`src/rtl/adder_error_monitor_if.sv`:
```
// Operand/result tap between the adder under evaluation and its error monitor.
// master drives the operand set and the adder's answer; slave returns in_ready.
interface adder_error_monitor_if #(
  parameter int WIDTH = 8
);
  // A set transfers on a rising edge where in_valid && in_ready. in_valid may
  // be raised without waiting for in_ready; a set offered while in_ready is low
  // is simply not taken (the monitor has no input buffer).
  logic             in_valid;
  logic             in_ready;
  logic [WIDTH-1:0] a;
  logic [WIDTH-1:0] b;
  logic             c_in;
  logic [WIDTH-1:0] dut_sum;
  logic             dut_c_out;

  modport master (
    output in_valid, a, b, c_in, dut_sum, dut_c_out,
    input  in_ready
  );

  modport slave (
    input  in_valid, a, b, c_in, dut_sum, dut_c_out,
    output in_ready
  );
endinterface

```
`src/rtl/adder_error_monitor.sv`:
```
// Windowed error statistics for an approximate adder: count, max and sum of |error|.
// Define ERRMON_SQERR_EN to add the saturating sum_sq_err accumulator and port.
module adder_error_monitor #(
    parameter int WIDTH   = 8,
    parameter int SAMPLES = 16,
    parameter int ACC_W   = 16,
    parameter int SQ_W    = 24
) (
    input  logic                         clk,
    input  logic                         rst,
    input  logic                         start,
    adder_error_monitor_if.slave         bus,
    output logic                         busy,
    output logic                         done,
    output logic [$clog2(SAMPLES+1)-1:0] err_count,
    output logic [WIDTH:0]               max_err,
    output logic [ACC_W-1:0]             sum_abs_err,
    output logic                         sat,
`ifdef ERRMON_SQERR_EN
    output logic [SQ_W-1:0]              sum_sq_err,
`endif
    output logic [1:0]                   state_dbg
);

    localparam int CNT_W = $clog2(SAMPLES + 1);
    localparam int RW    = WIDTH + 1;
    localparam int AW1   = ACC_W + 1;

    typedef enum logic [1:0] {
        IDLE  = 2'd0,
        RUN   = 2'd1,
        DRAIN = 2'd2,
        DONE  = 2'd3
    } state_t;

    state_t            state, state_nx;
    logic [CNT_W-1:0]  acc_cnt;
    logic              accept, last_accept, clear;
    logic              s1_valid, s2_valid;
    logic [RW-1:0]     s1_exact, s1_dut, s2_err, err_abs;
    logic [AW1-1:0]    abs_sum_ext;
    logic              abs_ovf;

    assign bus.in_ready = (state == RUN) && (acc_cnt < CNT_W'(SAMPLES));
    assign accept       = bus.in_valid && bus.in_ready;
    assign last_accept  = accept && (acc_cnt == CNT_W'(SAMPLES - 1));
    assign clear        = start && ((state == IDLE) || (state == DONE));

    assign busy      = (state == RUN) || (state == DRAIN);
    assign done      = (state == DONE);
    assign state_dbg = state;

    always_comb begin
        state_nx = state;
        case (state)
            IDLE:    if (start) state_nx = RUN;
            RUN:     if (last_accept) state_nx = DRAIN;
            // Stage 1 empty means stage 2 retires its last sample on this edge.
            DRAIN:   if (!s1_valid) state_nx = DONE;
            DONE:    if (start) state_nx = RUN;
            default: state_nx = IDLE;
        endcase
    end

    always_ff @(posedge clk) begin
        if (rst) state <= IDLE;
        else     state <= state_nx;
    end

    always_ff @(posedge clk) begin
        if (rst || clear) acc_cnt <= '0;
        else if (accept)  acc_cnt <= acc_cnt + CNT_W'(1);
    end

    // Stage 1: exact reference and the adder's answer, captured on accept.
    always_ff @(posedge clk) begin
        if (rst) begin
            s1_valid <= 1'b0;
            s1_exact <= '0;
            s1_dut   <= '0;
        end else begin
            s1_valid <= accept;
            s1_exact <= RW'(bus.a) + RW'(bus.b) + RW'(bus.c_in);
            s1_dut   <= {bus.dut_c_out, bus.dut_sum};
        end
    end

    assign err_abs = (s1_exact >= s1_dut) ? (s1_exact - s1_dut) : (s1_dut - s1_exact);

    always_ff @(posedge clk) begin
        if (rst) begin
            s2_valid <= 1'b0;
            s2_err   <= '0;
        end else begin
            s2_valid <= s1_valid;
            s2_err   <= err_abs;
        end
    end

    assign abs_sum_ext = {1'b0, sum_abs_err} + AW1'(s2_err);
    assign abs_ovf     = abs_sum_ext[ACC_W];

`ifdef ERRMON_SQERR_EN
    localparam int PW    = 2 * RW;
    localparam int SQX_W = ((SQ_W > PW) ? SQ_W : PW) + 1;
    logic [PW-1:0]    err_sq;
    logic [SQX_W-1:0] sq_sum_ext;
    logic             sq_ovf;

    assign err_sq     = PW'(s2_err) * PW'(s2_err);
    assign sq_sum_ext = SQX_W'(sum_sq_err) + SQX_W'(err_sq);
    assign sq_ovf     = |sq_sum_ext[SQX_W-1:SQ_W];

    always_ff @(posedge clk) begin
        if (rst || clear)  sum_sq_err <= '0;
        else if (s2_valid) sum_sq_err <= sq_ovf ? {SQ_W{1'b1}} : sq_sum_ext[SQ_W-1:0];
    end
`endif

    always_ff @(posedge clk) begin
        if (rst || clear) begin
            err_count   <= '0;
            max_err     <= '0;
            sum_abs_err <= '0;
            sat         <= 1'b0;
        end else if (s2_valid) begin
            if (s2_err != '0)     err_count <= err_count + CNT_W'(1);
            if (s2_err > max_err) max_err   <= s2_err;
            sum_abs_err <= abs_ovf ? {ACC_W{1'b1}} : abs_sum_ext[ACC_W-1:0];
`ifdef ERRMON_SQERR_EN
            if (abs_ovf || sq_ovf) sat <= 1'b1;
`else
            if (abs_ovf) sat <= 1'b1;
`endif
        end
    end

endmodule

```
`src/flat_wrapper.sv`:
```
// flat-port wrapper written by rule: the top's interface ports become plain ports
module adder_error_monitor_flat 
#(
    parameter int WIDTH   = 8,
    parameter int SAMPLES = 16,
    parameter int ACC_W   = 16,
    parameter int SQ_W    = 24
)
  (clk, rst, start, busy, done, err_count, max_err, sum_abs_err, sat, state_dbg, bus_in_valid, bus_a, bus_b, bus_c_in, bus_dut_sum, bus_dut_c_out, bus_in_ready);
  adder_error_monitor_if #(.WIDTH(WIDTH)) bus_i ();
  input  logic clk;
  input  logic rst;
  input  logic start;
  output logic busy;
  output logic done;
  output logic [$clog2(SAMPLES+1)-1:0] err_count;
  output logic [WIDTH:0] max_err;
  output logic [ACC_W-1:0] sum_abs_err;
  output logic sat;
  output logic [1:0] state_dbg;
  input wire logic [$bits(bus_i.in_valid)-1:0] bus_in_valid;
  input wire logic [$bits(bus_i.a)-1:0] bus_a;
  input wire logic [$bits(bus_i.b)-1:0] bus_b;
  input wire logic [$bits(bus_i.c_in)-1:0] bus_c_in;
  input wire logic [$bits(bus_i.dut_sum)-1:0] bus_dut_sum;
  input wire logic [$bits(bus_i.dut_c_out)-1:0] bus_dut_c_out;
  output wire logic [$bits(bus_i.in_ready)-1:0] bus_in_ready;
  assign bus_i.in_valid = bus_in_valid;
  assign bus_i.a = bus_a;
  assign bus_i.b = bus_b;
  assign bus_i.c_in = bus_c_in;
  assign bus_i.dut_sum = bus_dut_sum;
  assign bus_i.dut_c_out = bus_dut_c_out;
  assign bus_in_ready = bus_i.in_ready;
  adder_error_monitor #(.WIDTH(WIDTH), .SAMPLES(SAMPLES), .ACC_W(ACC_W), .SQ_W(SQ_W)) u_core (.clk(clk), .rst(rst), .start(start), .bus(bus_i), .busy(busy), .done(done), .err_count(err_count), .max_err(max_err), .sum_abs_err(sum_abs_err), .sat(sat), .state_dbg(state_dbg));
endmodule
```
`config.mk`:
```
export PLATFORM = sky130hd
export DESIGN_NAME = adder_error_monitor_flat
export DESIGN_NICKNAME = d
export VERILOG_FILES = /design/src/rtl/adder_error_monitor_if.sv /design/src/rtl/adder_error_monitor.sv /design/src/flat_wrapper.sv
export SDC_FILE = /design/constraint.sdc
export NUM_CORES = 1
export LEC_CHECK = 0
export BUFFER_PORTS_ARGS = -buffer_cell sky130_fd_sc_hd__buf_4
export CORE_ASPECT_RATIO = 0.5
export CORE_MARGIN = 1.5
export CORE_UTILIZATION = 50
export DETAILED_ROUTE_END_ITERATION = 10
export PLACE_DENSITY_LB_ADDON = 0.08
export SLEW_MARGIN = 20
export SYNTH_ARGS = -nofsm -noshare
export SYNTH_HDL_FRONTEND = slang
export SYNTH_SLANG_ARGS = --single-unit
```
`constraint.sdc`:
```
create_clock -name clk -period 3.3 [get_ports clk]
set_clock_uncertainty 0.15 [all_clocks]
set_input_delay 0.66 -clock clk [delete_from_list [all_inputs] [get_ports clk]]
set_output_delay 0.66 -clock clk [all_outputs]
set_load 0.01 [all_outputs]
```
==> qor.yml <==
fp.dieW_um: 131
synth.most_common_cell: "dfxtp_1"
syn_area_per_cell_sq_um: 8.52
grt-busiest-layer: "met2"
grt_pass1_wl_mm: 15.4
synth_common_cells: "dfxtp_1, ha_1, nor2_1"
post_drt_wl_per_cell_um: 13.7
antenna_found_initial: 0
synth_top_flop_cell: "dfxtp_1"
min_path_cells: 2
drtAntennaViolNets: 0
synthToLayoutAreaGrowth_pct: 23.1
grt_setup_unrepaired: "no"
fmax_ghz: 0.363
reg2reg_depth: 8
remaining_drc_errors: 0
fill_cells: 749
synthesis.area_sq_um: 4120
ios: 66
vias_per_cell: 5.37
num-nets-final: 633
first_pass_iters: 4
synth_cell_types: 55
ir_worst_vdd_uv: 355
ys_seq_area_share_pct: 32.6
syn-num-nets: 566
critPathKind: "flop to flop"
status: "completed"
first_iter_violations: 231
met3_usage_pct: 5.78
powerDensity_nw_per_um2: 600
cts_resized: 0
htree_levels: 3
grt_use_total_pct: 22.0
use_met1_pct: 28.6
startpoint_type: "flop"
min_to: "u_core.sat"
yosysTopAreaCell: "dfxtp_1"
port_buffers: 65
wl_mm: 9.12
async_flop_share_pct: 0
grt_overflow: 0
utilization_pct: 63.3
holdWs_ns: 0.328
max-cap-violations: 0
synth-edff-count: 0
hold_path_class: "flop to flop"
hold_buffers: 0
post-dp-hpwl_mm: 6.74
r2r_start: "u_core.s2_err[0]"
hold_violations: 0
diodes: 0
clockBufferDepth: 2
finalMaxSlewViolations: 0
multiInputGateArea_sq_um: 2570
seqCellArea_sq_um: 1340
clk_pin_slew_ns: 0.06
die_area_sq_um: 8820
reg2reg_to: "u_core.sum_abs_err[3]"
power_uw: 3040
gp_congestion: 0.827
timing.slew.headroom_pct: 52.8
fin_setup_tns_ns: 0
grt_max_degree: 32
syn_inst: 483
yosys_warnings: 0
grt_pass1_vias: 3346
vias: 3579
yosys.area.top_type_share_pct: 32.6
worst_slew_pin_slew_ns: 0.705
crit_fanout: 9
fp.coreArea_sq_um: 8000
r2r_setup_slack_ns: 0.54
setup_viol: 0
initial_core_util_pct: 51.5
fin_crit_ns: 2.76
synth-seq-cells: 67
drive_gt1_share_pct: 17.3
worstHoldStart: "u_core.sat"
required_ns: 3.36
grtUsageMet2_pct: 36.6
clk_latency_ns: 0.33
synth_area_leaders: "dfxtp_1, ha_1, a21oi_1, o21ai_0, nor2_1"
dieHeight_um: 67.2
critPathCaptureType: "flop"
arrival_ns: 2.81
tritoncts: "yes"
post-cts-setup-buffers: 0
cts.sinks: 67
num_rows: 23
numCtsBuffers: 9
finalCritPeriodShare_pct: 83.5
p_leak_uw: 0.00220
clockRootBuffer: "clkbuf_16"
## cell type report
class	instances	share of cell area (%)
Clock buffer	11	4.99
Inverter	40	2.96
Tap cell	112	2.77
Sequential cell	67	26.5
Clock inverter	5	2.12
Timing Repair Buffer	67	9.93
Multi-Input combinational cell	365	50.8
## worst max-delay path: stages, from the launching register on
cell and delay (ns):
dfxtp_1 0.36, ha_1 0.25, fa_1 0.43, a211oi_1 0.30, o21bai_2 0.14, a221oi_2 0.36, nor2_1 0.16, a31oi_4 0.35
a21oi_1 0.11
## power breakdown
part	leakage (uW)	switching, uW	internal, uW	total, uW
logic	0.00148	524	389	913
registers	0.000548	98.0	887	985
clock network	0.000176	358	783	1140
total	0.00220	980	2060	3040
## flip-flops by register name (all words and copies together), names as in the netlist
signal,flops
u_core.acc_cnt,5
u_core.err_count,5
u_core.max_err,9
u_core.s1_dut,9
u_core.s1_exact,9
u_core.s1_valid,1
u_core.s2_err,9
u_core.s2_valid,1
u_core.sat,1
u_core.state_dbg,2
u_core.sum_abs_err,16
## logic make-up (layout without fill, tap and decap cells)
kind of cell,after synthesis,in the layout,synth area share [%]
XOR/XNOR,19,19,4.04
buffers and inverters,51,123,4.95
adder cells (fa/ha/maj),53,53,17.0
AO/OA/AOI/OAI,146,146,22.9
flip-flops,67,67,32.6
AND/OR/NAND/NOR,146,146,18.2
multiplexers,1,1,0.243
## metal layers
metal | routed length, um | up-vias
met5 | 0 | -
met4 | 112 | 0
met3 | 365 | 11
met2 | 3950 | 74
met1 | 4690 | 1630
li1 | - | 1864
## placed cells by master, fill, tap and decap left out, drive strengths merged, types with 4 or more instances in the layout
master / n
a21oi: 43
nand4: 8
dfxtp: 67
nor4: 4
xor2: 13
nor3: 13
clkbuf: 11
nor2: 43
buf: 67
inv: 41
nor2b: 19
a21o: 8
a31oi: 10
a211oi: 9
a221oi: 6
nand3: 14
nand2: 21
nand2b: 11
fa: 5
ha: 48
o21a: 6
o21ai: 40
xnor2: 6
## worst max path at each step
stage	startpoint	end	slack (ns)	cells after the start
after floorplan	bus_c_in	u_core.s1_exact[8]	0.53	8
after global routing	u_core.s2_err[0]	u_core.sum_abs_err[4]	0.43	8
after CTS	u_core.s2_err[0]	u_core.sum_abs_err[3]	0.54	8
after global placement	bus_c_in	u_core.s1_exact[8]	0.34	9
final	u_core.s2_err[0]	u_core.sum_abs_err[3]	0.54	8
after detailed placement	bus_c_in	u_core.s1_exact[8]	0.32	9
## metrics by stage
step	std cells	area [sq um]	worst slack, ns
final	667	5070	0.543
after global routing	667	5070	0.430
after detailed placement	651	4710	0.318
after global placement	651	4710	0.342
after CTS	667	5070	0.542
after floorplan	483	4120	0.532
Note: power is estimated with default switching activity, not from simulation.
